<file path="config.mk">
export PLATFORM = sky130hd
export DESIGN_NAME = iomem_audio_fifo
export DESIGN_NICKNAME = d
export VERILOG_FILES = /design/src/rtl/iomem_audio_fifo.sv
export SDC_FILE = /design/constraint.sdc
export NUM_CORES = 1
export LEC_CHECK = 0
export CAP_MARGIN = 20
export CORE_UTILIZATION = 45
export CTS_CLUSTER_DIAMETER = 120
export DETAILED_ROUTE_END_ITERATION = 8
export GPL_TIMING_DRIVEN = 0
export PLACE_DENSITY = 0.66
export SETUP_SLACK_MARGIN = 0.05
export SLEW_MARGIN = 40
export SYNTH_ARGS = -nofsm -noshare
export SYNTH_HDL_FRONTEND = slang
export SYNTH_SLANG_ARGS = --single-unit
</file>
<file path="constraint.sdc">
create_clock -name clk -period 4.5 [get_ports clk]
set_clock_uncertainty 0.2 [all_clocks]
set_input_delay 0.45 -clock clk [delete_from_list [all_inputs] [get_ports clk]]
set_output_delay 0.45 -clock clk [all_outputs]
set_load 0.05 [all_outputs]
</file>
<file path="src/rtl/iomem_audio_fifo.sv">
// ---------------------------------------------------------------------------
// iomem_audio_fifo
//
// Audio playback buffer on the SoC iomem bus. Firmware pushes stereo
// 16-bit sample pairs, packed as {R[31:16], L[15:0]}, into a FIFO through a
// 16-byte register window. The codec serializer pops one pair per
// sample_req strobe. A level-threshold interrupt lets firmware refill the
// buffer before it runs dry.
//
// Register window (offset = iomem_addr[3:2]):
//   0x0 DATA   W: push wdata                 R: 0
//   0x4 STATUS R: [DEPTH_LOG2:0] level, [16] empty, [17] full, [18] underrun
//              W: wdata[18]=1 clears underrun
//   0x8 CTRL   R/W: [0] enable, [1] irq_en, [15:8] threshold
//              W: wdata[31]=1 (byte 3 strobed) flushes the FIFO, not stored
//   0xC        R: 0, W: ignored
//
// Ports:
//   clk, reset        system clock, synchronous active-high reset
//   iomem_valid       bus request
//   iomem_ready       one-cycle acknowledge
//   iomem_wstrb       byte write strobes, 0 = read
//   iomem_addr        byte address
//   iomem_wdata       write data
//   iomem_rdata       read data, nonzero only while iomem_ready=1
//   sample_req        one-cycle pop strobe from the codec serializer
//   sample_l/sample_r popped left/right sample
//   sample_valid      one-cycle pulse when sample_l/r are updated
//   irq               level interrupt: irq_en && level <= threshold
// ---------------------------------------------------------------------------
module iomem_audio_fifo #(
  parameter logic [31:0] BASE_ADDR  = 32'h0300_0000,
  parameter int          DEPTH_LOG2 = 4
) (
  input  logic        clk,
  input  logic        reset,
  input  logic        iomem_valid,
  output logic        iomem_ready,
  input  logic [3:0]  iomem_wstrb,
  input  logic [31:0] iomem_addr,
  input  logic [31:0] iomem_wdata,
  output logic [31:0] iomem_rdata,
  input  logic        sample_req,
  output logic [15:0] sample_l,
  output logic [15:0] sample_r,
  output logic        sample_valid,
  output logic        irq
);

  localparam int DEPTH = 2 ** DEPTH_LOG2;
  localparam int LVL_W = DEPTH_LOG2 + 1;
  localparam logic [LVL_W-1:0] LVL_FULL = LVL_W'(DEPTH);

  localparam logic [1:0] REG_DATA   = 2'd0;
  localparam logic [1:0] REG_STATUS = 2'd1;
  localparam logic [1:0] REG_CTRL   = 2'd2;

  // FIFO storage and bookkeeping
  logic [31:0]           mem [DEPTH];
  logic [DEPTH_LOG2-1:0] wr_ptr;
  logic [DEPTH_LOG2-1:0] rd_ptr;
  logic [LVL_W-1:0]      level;
  logic                  fifo_empty;
  logic                  fifo_full;

  // Control / status state
  logic       ctrl_enable;
  logic       ctrl_irq_en;
  logic [7:0] ctrl_thresh;
  logic       underrun;

  // Request-stage decode
  logic        sel_p0;
  logic [1:0]  off_p0;
  logic        wr_p0;
  logic        pop_req_p0;
  logic        pop_p0;
  logic        stall_p0;
  logic        ack_p0;
  logic        push_p0;
  logic        ctrl_wr_p0;
  logic        flush_p0;
  logic        clr_und_p0;
  logic        irq_p0;
  logic [31:0] rdata_p0;

  // Address bits below word granularity carry no information here.
  logic unused_addr_lsb;
  assign unused_addr_lsb = &{1'b0, iomem_addr[1:0]};

  // Packs the STATUS read word.
  function automatic logic [31:0] status_word(input logic [LVL_W-1:0] lvl,
                                              input logic             emp,
                                              input logic             ful,
                                              input logic             und);
    logic [31:0] w;
    w                = '0;
    w[DEPTH_LOG2:0]  = lvl;
    w[16]            = emp;
    w[17]            = ful;
    w[18]            = und;
    return w;
  endfunction

  // Packs the CTRL read word; unimplemented bits read as zero.
  function automatic logic [31:0] ctrl_word(input logic       en,
                                            input logic       ien,
                                            input logic [7:0] thr);
    logic [31:0] w;
    w       = '0;
    w[0]    = en;
    w[1]    = ien;
    w[15:8] = thr;
    return w;
  endfunction

  // Zero-extended compare so the threshold works for any DEPTH_LOG2.
  function automatic logic level_at_or_below(input logic [LVL_W-1:0] lvl,
                                             input logic [7:0]       thr);
    return 32'(lvl) <= 32'(thr);
  endfunction

  assign fifo_empty = (level == '0);
  assign fifo_full  = (level == LVL_FULL);

  // ---- stage p0: bus decode, stall and pop qualification ----
  always_comb begin
    sel_p0     = iomem_valid && (iomem_addr[31:4] == BASE_ADDR[31:4]);
    off_p0     = iomem_addr[3:2];
    wr_p0      = |iomem_wstrb;
    pop_req_p0 = sample_req && ctrl_enable;
    pop_p0     = pop_req_p0 && !fifo_empty;
    // A DATA write into a full FIFO waits for a pop in the same cycle to free
    // a slot; the ack is simply withheld so the CPU keeps the request up.
    stall_p0   = sel_p0 && wr_p0 && (off_p0 == REG_DATA) && fifo_full && !pop_p0;
    // The !iomem_ready term keeps a still-asserted valid from being
    // acknowledged twice while the CPU drops it after the first ack.
    ack_p0     = sel_p0 && !iomem_ready && !stall_p0;
    push_p0    = ack_p0 && wr_p0 && (off_p0 == REG_DATA);
    ctrl_wr_p0 = ack_p0 && wr_p0 && (off_p0 == REG_CTRL);
    flush_p0   = ctrl_wr_p0 && iomem_wstrb[3] && iomem_wdata[31];
    clr_und_p0 = ack_p0 && wr_p0 && (off_p0 == REG_STATUS) && iomem_wdata[18];
    irq_p0     = ctrl_irq_en && level_at_or_below(level, ctrl_thresh);
  end

  always_comb begin
    rdata_p0 = '0;
    if (ack_p0 && !wr_p0) begin
      case (off_p0)
        REG_STATUS: rdata_p0 = status_word(level, fifo_empty, fifo_full, underrun);
        REG_CTRL:   rdata_p0 = ctrl_word(ctrl_enable, ctrl_irq_en, ctrl_thresh);
        default:    rdata_p0 = '0;
      endcase
    end
  end

  // ---- stage p1: committed state and registered outputs ----
  always_ff @(posedge clk) begin
    if (push_p0) begin
      mem[wr_ptr] <= iomem_wdata;
    end
  end

  always_ff @(posedge clk) begin
    if (reset) begin
      iomem_ready  <= 1'b0;
      iomem_rdata  <= '0;
      wr_ptr       <= '0;
      rd_ptr       <= '0;
      level        <= '0;
      ctrl_enable  <= 1'b0;
      ctrl_irq_en  <= 1'b0;
      ctrl_thresh  <= '0;
      underrun     <= 1'b0;
      sample_valid <= 1'b0;
      sample_l     <= '0;
      sample_r     <= '0;
      irq          <= 1'b0;
    end else begin
      iomem_ready <= ack_p0;
      iomem_rdata <= rdata_p0;

      if (flush_p0) begin
        wr_ptr <= '0;
        rd_ptr <= '0;
        level  <= '0;
      end else begin
        if (push_p0) begin
          wr_ptr <= wr_ptr + 1'b1;
        end
        if (pop_p0) begin
          rd_ptr <= rd_ptr + 1'b1;
        end
        // Simultaneous push and pop cancel out.
        level <= level + LVL_W'(push_p0) - LVL_W'(pop_p0);
      end

      if (ctrl_wr_p0) begin
        if (iomem_wstrb[0]) begin
          ctrl_enable <= iomem_wdata[0];
          ctrl_irq_en <= iomem_wdata[1];
        end
        if (iomem_wstrb[1]) begin
          ctrl_thresh <= iomem_wdata[15:8];
        end
      end

      // A fresh underrun wins over a clear landing in the same cycle so the
      // event is never lost.
      if (pop_req_p0 && fifo_empty) begin
        underrun <= 1'b1;
      end else if (clr_und_p0) begin
        underrun <= 1'b0;
      end

      sample_valid <= pop_req_p0;
      if (pop_req_p0) begin
        if (pop_p0) begin
          sample_l <= mem[rd_ptr][15:0];
          sample_r <= mem[rd_ptr][31:16];
        end else begin
          sample_l <= '0;
          sample_r <= '0;
        end
      end

      irq <= irq_p0;
    end
  end

endmodule

</file>
# Yosys cells after proc, flatten, opt, wreduce, memory -nomap -nowiden
# Memories as Yosys holds them, arrays and structs flattened. A register that Yosys moved wholly into a read port is not among the register bits.
# Cells that the tools add are included.
# op_classes
n_eq_ne	4
addsub	4
bitwise_logic	1
n_reduce_logical	32
n_mux	9
n_lt_le_gt_ge	1
# ops
op	count
$pmux 19 s2	1
$mux 16	2
$eq 28x22->1 const B	1
$logic_and 1x1->1	19
$add 4x1->4 const B	2
$le 5x8->1	1
$mux 4	2
$add 5x1->5	1
$eq 5x5->1 const B	1
$logic_not 1->1	5
$logic_not 5->1	1
$sub 5x1->5	1
$mux 1	4
$reduce_and 2->1	2
$reduce_or 2->1	2
$reduce_or 4->1	1
$eq 2x1->1 const B	1
$eq 2x2->1 const B	1
$logic_not 2->1	1
$reduce_bool 2->1	1
$not 1->1	1
# word_totals
ram_bits	512
in_bits	72
word_cells	65
register_bits	91
output_inout_bits	67
mem_count	1
# mem_list
memory	words	width	read_ports	rd_clocked_by_memory_dff	wr	line	rtl
mem	16	32	1	1	1	59	logic [31:0] mem [DEPTH];

# Longest topological paths before layout
# Gate-level depths: netlist of the first run.
# depth
word_depth	14
mapped_depth	17
ltp_nobuf	16

# Least setup slack after synthesis of the first run
# No wires, ideal clock.
# synth_timing
path_kind	input to register
start	in iomem_wstrb[1]
end	mem mem[0][0] (enable)
arrival_ns	4.004
required_ns	3.839
n_path_buf	1
slack_ns	-0.165
path_stages	6
cell_sequence	o41a_1 > and3_1 > buf_6 > nor4b_4 > nand2_1 > nor3_1
# synth_between
elab_chain_cells	11
# synth_rtl
element	line	rtl
start: declaration	39	input logic [3:0] iomem_wstrb,
$reduce_or 4->1 *	130	wr_p0 = |iomem_wstrb;
$logic_and 1x1->1 (4 in a row)	135	stall_p0 = sel_p0 && wr_p0 && (off_p0 == REG_DATA) && fifo_full && !pop_p0;
$logic_not 1->1	138	ack_p0 = sel_p0 && !iomem_ready && !stall_p0;
$logic_and 1x1->1	138	
$logic_and 1x1->1 * (2 in a row)	139	push_p0 = ack_p0 && wr_p0 && (off_p0 == REG_DATA);
$mux 1 *	159	if (push_p0) begin
$mux 1 (implied by the code) *	160	mem[wr_ptr] <= iomem_wdata;
end: declaration	59	
# Every way passes the cells marked *; elsewhere a longest branch is shown, timed or not.

# Final worst setup path of the first run
# layout_timing
start	reg level[2]
end	mem mem[1][2] (enable)
# layout_between
elab_chain_cells	11
word_cells_on_any_way	13
classes_between	1 x eq/ne; 2 x mux; 10 x reduce/logical
# layout_rtl
element	line	rtl
start: declaration	62	logic [LVL_W-1:0] level;
start signal: assignment	195	level <= level + LVL_W'(push_p0) - LVL_W'(pop_p0);
$logic_not 5->1	123	assign fifo_empty = (level == '0);
$logic_not 1->1	132	pop_p0 = pop_req_p0 && !fifo_empty;
$logic_and 1x1->1	132	
$logic_not 1->1	135	
$logic_and 1x1->1 *	135	
$logic_not 1->1 *	138	
$logic_and 1x1->1 *	138	
$logic_and 1x1->1 * (2 in a row)	139	
$mux 1 *	159	
$mux 1 (implied by the code) *	160	
# Marks and branches as above.

==> results.txt, run 1 <==
The cell count after synthesis came out at between 1000 and 1500. The number of design rule violations left after detail routing is 0. The max-slew violation count came to 0. Dividing the detail-routed wire length by the instance count gives roughly 23 um. Setup repair after global routing left no endpoint under its margin. The data arrival time of the critical path is 3870 ps. The number of max-capacitance violations reported came out at 0.

In this run the worst setup path begins at level[2]. The power density over the cells came out at ~390 nW/um2. The most common cell in the synthesized netlist is sky130_fd_sc_hd__edfxtp_1. After detailed routing, the number of vias per cell comes to 5.46. The clock latency at the later pin of the worst-skew pair is around 610 ps. The starting utilization of the core area is between 40% and 50%. Entering global routing, the biggest net connects 18 pins.

STA classifies the critical path startpoint as a flop. The clock share of power is between 40% and 50%. The number of setup violations in the final report is 0. The length of the first detailed-routing pass in iterations came out at 5. The actual slew at the worst max-slew pin is between 800 and 900 ps. The number of DRC markers in iteration 0 is 1112. The smallest hold slack came out at approximately 240 ps.

The most used flip-flop cell after synthesis is sky130_fd_sc_hd__edfxtp_1. The part of the Yosys area used for sequential elements is about three quarters. The horizontal die dimension came out at around 230 um. The H-tree depth came out at 2. The switching share of power came out at approximately a fifth. In this run the critical register-to-register path is captured at mem[1][2]. The count of cell types in the netlist is 44. Summed over all nets, the half-perimeter wirelength after detailed placement is about 32 mm. The class of the worst hold path is flop to flop. In this run the static leakage power is roughly 8.8 nW. Measured along the y axis, the die boundary spans ~230 um. The floorplan row count came out at about 80. The number of global-route vias before repair is 11883. The final layout net count is approximately 1500. Clock tree synthesis found a total of 591 sinks. The total overflow reported by the global router came out at 0.

The final clock period utilization by the worst path is a little over four fifths. The wire length after detailed routing is around 48 mm. The Yosys step of the flow raised 0 warnings. STA classifies the critical path endpoint as a flop. The fraction of synthesized cell area taken by the top area cell type came out at 67.9%.

The internal power of the cells totals 8.70 mW. The number of antenna violations at the first check in global routing is 1. The share of total power dissipated in sequential elements is between 50% and 60%. The total track usage is between 10% and 20%. The classification of the worst setup path is flop to flop. The antenna diode count is 0.

Following the worst setup path forward leads to its endpoint at mem[1][2]. The worst setup slack after placement came out at 232 ps. The ratio of cells with drive above 1 in the final layout came out at 27.2%. For flop-to-flop paths, the worst setup slack is between 700 and 800 ps.

Once detail routing completed, the nets flagged for antenna violations numbered 0. In this run the critical register-to-register path is launched from level[2]. Buffers inserted during clock tree synthesis total 57. Once layout is complete, the utilization of the core stands at ~56%. The share of total power in combinational logic is ~1.8%. The top fanout value on the critical path came out at 9. After layout, the minimum clock period comes to 3770 ps.

The number of top-level pins came out at approximately 140. The CTS tree is yes. The headroom to the max-slew limit came out at a little over two fifths.

No sink is reached through more buffers than the 3 on the longest clock path. The maximum frequency from static timing analysis came out at 266 MHz. The synthesized design contains just over 500 enable-type register cells. The routed layout has 11327 vias. The switching power came out at approximately 2.1 mW. The required time of the critical path is between 4000 and 5000 ps. The number of buffers added on ports is between 100 and 150. The post-synthesis to final-layout area growth is 21.1%. By area the synthesized netlist is led by sky130_fd_sc_hd__edfxtp_1, sky130_fd_sc_hd__mux4_2, sky130_fd_sc_hd__dfxtp_1, sky130_fd_sc_hd__mux2_2, sky130_fd_sc_hd__nand2_1.

The clock slew seen by the registers of the worst setup and hold paths came out at ~60 ps. After synthesis the netlist holds a flip-flop and latch count of 591. Summed over all instances, the cell type with the most area after synthesis is sky130_fd_sc_hd__edfxtp_1. The flow ran to the end, and the final reports show no timing, DRC or antenna violations. The mean instance size in the synthesized netlist is between 20 and 25 um2. The share of synthesized flip-flops with an asynchronous set or reset is 0%. The area inside the core boundary is 49300 um2. The post-route worst setup slack is 734 ps. The synthesized netlist occupies a cell area of between 20000 and 25000 um2. The tree is rooted in a sky130_fd_sc_hd__clkbuf_16. By count the netlist is led by sky130_fd_sc_hd__edfxtp_1, sky130_fd_sc_hd__mux4_2, sky130_fd_sc_hd__dfxtp_1. The global-route wire length before repair is approximately 73 mm.

The die covers 51200 um2. The worst-case IR drop observed on VDD is between 0.2 and 0.3 mV. The final count of hold timing violations is 0. The routability-driven placement congestion ratio is between 0.7 and 0.8.

The number of cells on the worst reg-to-reg path is 10.
==> cells in the final DEF, fill, tap and decap left out, types with 3 or more instances in the layout <==
cell	instances
sky130_fd_sc_hd__and3_1	3
sky130_fd_sc_hd__bufinv_16	4
sky130_fd_sc_hd__buf_6	13
sky130_fd_sc_hd__edfxtp_1	512
sky130_fd_sc_hd__clkbuf_16	57
sky130_fd_sc_hd__buf_2	16
sky130_fd_sc_hd__clkbuf_1	39
sky130_fd_sc_hd__clkdlybuf4s50_1	119
sky130_fd_sc_hd__mux2_2	64
sky130_fd_sc_hd__xnor2_1	5
sky130_fd_sc_hd__nor3_4	4
sky130_fd_sc_hd__nor4b_1	3
sky130_fd_sc_hd__a22oi_1	34
sky130_fd_sc_hd__buf_8	11
sky130_fd_sc_hd__clkbuf_2	5
sky130_fd_sc_hd__conb_1	16
sky130_fd_sc_hd__clkbuf_8	9
sky130_fd_sc_hd__xor2_1	4
sky130_fd_sc_hd__nor4_1	8
sky130_fd_sc_hd__nand2_1	75
sky130_fd_sc_hd__inv_1	20
sky130_fd_sc_hd__clkinv_2	15
sky130_fd_sc_hd__mux2i_1	12
sky130_fd_sc_hd__mux4_2	128
sky130_fd_sc_hd__nand3_1	3
sky130_fd_sc_hd__buf_16	14
sky130_fd_sc_hd__dfxtp_1	79
sky130_fd_sc_hd__inv_6	3
sky130_fd_sc_hd__nor2_4	12
sky130_fd_sc_hd__ha_1	19
sky130_fd_sc_hd__and2_1	13
sky130_fd_sc_hd__a21oi_1	6
sky130_fd_sc_hd__clkinv_1	7
sky130_fd_sc_hd__buf_4	18
sky130_fd_sc_hd__nor2_1	30
==> state kept, by name, indices dropped and copies added (netlist names), named ones only <==
signal        count
level             5
ctrl_enable       1
iomem_ready       1
rd_ptr            4
ctrl_thresh       8
iomem_rdata      16
mem             512
wr_ptr            4
sample_valid      1
underrun          1
irq               1
sample_r         16
sample_l         16
ctrl_irq_en       1
==> power by group through the flow <==
stage               registers (mW)  logic, mW  clock network, mW
floorplan                     6.06     0.0566                  0
global placement              6.06      0.182                  0
detailed placement            6.06      0.190                  0
CTS                           5.94      0.191               4.76
global route                  5.94      0.204               4.95
finish                        5.94      0.190               4.66
==> logic make-up (layout without fill, tap and decap cells) <==
logic type | Yosys count | after routing | synth area share [%]
AO/OA/AOI/OAI | 49 | 49 | 1.58
XOR/XNOR | 9 | 9 | 0.348
adder cells (fa/ha/maj) | 20 | 20 | 1.14
buffers and inverters | 86 | 352 | 1.88
flip-flops | 591 | 591 | 74.9
multiplexers | 204 | 204 | 16.5
other | 1 | 16 | 0.0166
AND/OR/NAND/NOR | 169 | 169 | 3.65
==> cell type report <==
type / instances / area [um2]
multi-input cells: 467 / 5460
flip-flops and latches: 591 / 17000
fillers: 3779 / 21800
repair buffers: 160 / 1900
inverters: 20 / 75.1
well taps: 664 / 831
plain buffers: 66 / 357
clock inverters: 30 / 255
clock buffers: 76 / 1580
==> through the flow <==
step | instance area [um2] | power (mW) | TNS, ps | cells
final | 27400 | 10.8 | 0 | 2074
after global routing | 27400 | 11.1 | 0 | 2074
after CTS | 27400 | 10.9 | 0 | 2074
after detailed placement | 25600 | 6.25 | 0 | 1967
after global placement | 24700 | 6.24 | -708150 | 1927
after floorplan | 22700 | 6.12 | 0 | 1144
==> critical path, stage by stage, from the launching register on <==
cell                       delay (ps)
sky130_fd_sc_hd__dfxtp_1          410
sky130_fd_sc_hd__inv_1             90
sky130_fd_sc_hd__ha_1             210
sky130_fd_sc_hd__and4bb_2         240
sky130_fd_sc_hd__and3_1           190
sky130_fd_sc_hd__buf_6            140
sky130_fd_sc_hd__nor4b_4          460
sky130_fd_sc_hd__nand2_1          370
sky130_fd_sc_hd__nor3_4           620
sky130_fd_sc_hd__buf_4            330
sky130_fd_sc_hd__buf_6            180
==> worst min-delay path by stage <==
| stage | from | end | slack, ps | cells past startpoint |
|---|---|---|---|---|
| floorplan | ctrl_irq_en | irq | 230 | 2 |
| global placement | sample_r[4] | sample_r[4] | 220 | 2 |
| detailed placement | sample_l[6] | sample_l[6] | 230 | 2 |
| CTS | sample_l[6] | sample_l[6] | 240 | 2 |
| global route | sample_l[7] | sample_l[7] | 260 | 2 |
| finish | sample_r[8] | sample_r[8] | 240 | 2 |
==> routing by layer <==
| layer | global-route usage [%] | up-vias | part of all wire, % |
|---|---|---|---|
| li1 | - | 4977 | - |
| met1 | 26.8 | 5883 | 43 |
| met2 | 32.1 | 378 | 49 |
| met3 | 2.91 | 87 | 5.7 |
| met4 | 6.78 | 2 | 2.4 |
| met5 | 0 | - | 0.031 |
==> repair_timing <==
item	in CTS	in global routing
gates resized for setup	0	0
setup buffers	0	0
endpoints found under the hold margin	4	0
hold buffers	1	0
Note: power is estimated with default switching activity, not from simulation.
==> run 2: changes to the inputs <==
==> constraint.sdc (replaced) <==
create_clock -name clk -period 3.4 [get_ports clk]
set_clock_uncertainty 0.2 [all_clocks]
set_input_delay 0.34 -clock clk [delete_from_list [all_inputs] [get_ports clk]]
set_output_delay 0.34 -clock clk [all_outputs]
set_load 0.05 [all_outputs]
==> results.txt, run 2 (synthesis results as in run 1) <==
TritonCTS built the clock tree. On the critical path, the stage with the largest delay is an instance of sky130_fd_sc_hd__dfxtp_4. The top fanout value on the critical path is 8. The critical path starts at level[2]. The area inside the core boundary came out at 49300 um2. The data arrival time of the critical path is around 3600 ps. The number of buffers added on ports came out at 119. The cell that appears most often on the critical path is sky130_fd_sc_hd__inv_1. At the end of the flow the core is filled with cells to between 50% and 60%. Net switching is roughly a fifth of the power. For this configuration, the core starts out at a cell density of between 40 and 50%. The worst stage delay on the critical path came out at around 370 ps. mem holds more flip-flops than any other register. The vertical extent of the die came out at 226 um.

The worst hold path begins at sample_req. Walking the worst path, the cells encountered are inv_1 > ha_1 > and4bb_2 > and3_1 > buf_6 > nor4b_4 > inv_1 > ha_1 > inv_1 > ha_2 > inv_2 > fa_2 > inv_1 > a21oi_2 > nor2_1 > or3_1 > a21oi_2. The max-slew violation count is 0.

The wire length after detailed routing came out at ~48 mm. The average vias per placed instance came out at 5.46. The final clock period utilization by the worst path is between 90% and 100%.

The total cell area at the placement stage is 25600 um2. Global routing consumed, over all layers together, 19.7% of the routing resources. The number of top-level pins is roughly 140. The post-synthesis to final-layout area growth is 21.9%.

The flow ran to the end, and the final reports show no timing, DRC or antenna violations. The required time of the critical path is about 3700 ps. The worst setup path is of the flop to flop kind. In this run the critical register-to-register path is launched from level[2]. The final count of hold timing violations is 0.

The length of the first detailed-routing pass in iterations is 6. The register with the most flip-flops in the layout has about 500 of them. The CTS sink count is just under 600.

The clock slew seen by the registers of the worst setup and hold paths is roughly 60 ps. The congestion estimate from routability-driven global placement came to ~0.75. After detailed routing, the number of remaining DRC violations is 0. The switching power is between 2 and 3 mW. The share of total power dissipated in sequential elements is 55.1%. The via count came out at 11423.

TritonCTS created 57 clock buffers. The worst-case IR drop observed on VDD is 0.383 mV. The library cell used most frequently in the layout, excluding fill and tap cells, is sky130_fd_sc_hd__edfxtp_1.

The clock share of power is between 40% and 50%. The number of DRC markers in iteration 0 came out at ~1100. STA classifies the critical path startpoint as a flop. In the layout the commonest cells are sky130_fd_sc_hd__edfxtp_1, sky130_fd_sc_hd__mux4_2, sky130_fd_sc_hd__clkdlybuf4s50_1, sky130_fd_sc_hd__dfxtp_1, sky130_fd_sc_hd__nand2_1.

The worst hold path belongs to the class primary input to flop. The die outline area came out at between 50000 and 60000 um2. The count of non-filler cells in the finished layout is approximately 2100. In the final layout, the share of cells above drive strength 1 is 28.8%. The final critical-path required period came out at between 3000 and 4000 ps.

The cell count after placement is around 2000. The tool flagged a number of max-cap violations equal to 0. After filler insertion, the fill cell instance count of the layout stands at ~3800. The actual slew at the worst max-slew pin came out at between 800 and 900 ps. The HPWL after detailed placement is roughly 32 mm. The static power due to leakage is approximately 8.9 nW.

The maximum frequency from static timing analysis came out at just over 300 MHz. Once detail routing completed, the nets flagged for antenna violations numbered 0. The first global-routing pass estimated roughly 73 mm of wire. The power density over the cells is a little over 500 nW/um2. The number of antenna violations at the first check in global routing came out at 1. The floorplan row count came out at just over 80.

The internal power is between 10 and 15 mW. The routed length per placed instance came out at about 23 um. The H-tree depth came out at 2. The design area came out at approximately 28000 um2. The total overflow reported by the global router is 0.

The final layout net count is between 1000 and 1500. The share of total power in combinational logic is roughly 1.8%. Power comes to roughly 14 mW.

The smallest hold slack came out at 213 ps. The reg2reg setup slack is between 100 and 150 ps. The number of global-route vias before repair is 11916. The horizontal die dimension came out at between 200 and 250 um. Setup repair after global routing could not meet its margin everywhere. Setup violations remaining at the end of the flow were counted as 0. In this run the deepest clock path goes through 3 buffers.

The headroom to the max-slew limit came out at a little over two fifths. The clock latency at the later pin of the worst-skew pair is a little over 600 ps. The largest net degree at the start of global routing came out at 18. The kind of capture point of the worst setup path is a flop. The antenna diode count came out at 0.

The root buffer cell chosen for the clock tree is sky130_fd_sc_hd__clkbuf_16.
==> run 2: worst paths after layout <==
kind	end	cells past startpoint
worst max-delay path	level[4]	17
worst min-delay path	underrun	3
worst max register to register	level[4]	17
worst min register to register	sample_r[8]	2
==> run 2: layer usage <==
layer / track usage, % / part of all wire (%)
met1: 26.9 / 42
met2: 32.4 / 49
met3: 2.91 / 6.2
met4: 6.58 / 2.3
met5: 0 / 0.031
==> run 2: power groups by stage <==
stage,Sequential [mW],Combinational [mW],Clock (mW)
after detailed placement,8.02,0.251,0
after floorplan,8.02,0.0749,0
after global placement,8.02,0.240,0
final,7.87,0.251,6.17
after global routing,7.86,0.271,6.55
after CTS,7.87,0.252,6.29
==> run 2: final cells by class <==
| cell class | instances | area [um2] | area share (%) |
|---|---|---|---|
| plain buffers | 66 | 357 | 1.29 |
| clock buffers | 76 | 1580 | 5.72 |
| clock inverters | 30 | 255 | 0.926 |
| inverters | 20 | 75.1 | 0.272 |
| multi-input cells | 467 | 5480 | 19.9 |
| flip-flops and latches | 591 | 17000 | 61.5 |
| well taps | 664 | 831 | 3.01 |
| repair buffers | 179 | 2040 | 7.41 |
==> run 2: timing repair <==
| action | in CTS | in global routing |
|---|---|---|
| endpoints found under the hold margin | 16 | 0 |
| gates resized for setup | 4 | 7 |
| pin swaps | 3 | 11 |
| hold buffers | 1 | 0 |
| cloned | 0 | 0 |
| endpoints found under the setup margin | 159 | 91 |
| buffers inserted | 8 | 11 |
==> run 2: critical path, delay by kind of cell, from the launching register on <==
family / cells / cell delay, ps
simple gates: 5 / 1130
fa+ha+maj: 4 / 840
buf+inv: 6 / 430
flops: 1 / 370
compound gates: 2 / 220
==> run 2: through the flow <==
stage	TNS (ps)	worst slack, ps
6_report	0	148
2_1_floorplan	-143850	-320
3_5_place_dp	-146310	-758
5_1_grt	-39.3	-39.3
4_1_cts	0	68.0
3_3_place_gp	-1218000	-2530
==> run 3: changes to the inputs <==
--- a/config.mk
+++ b/config.mk
@@ -10,6 +10,7 @@
 export CTS_CLUSTER_DIAMETER = 120
 export DETAILED_ROUTE_END_ITERATION = 8
 export GPL_TIMING_DRIVEN = 0
+export HOLD_SLACK_MARGIN = 0.12
 export PLACE_DENSITY = 0.66
 export SETUP_SLACK_MARGIN = 0.05
 export SLEW_MARGIN = 40
==> results of run 3 <==
Same layout as run 2: the final DEF is identical, and so are final timing and power.
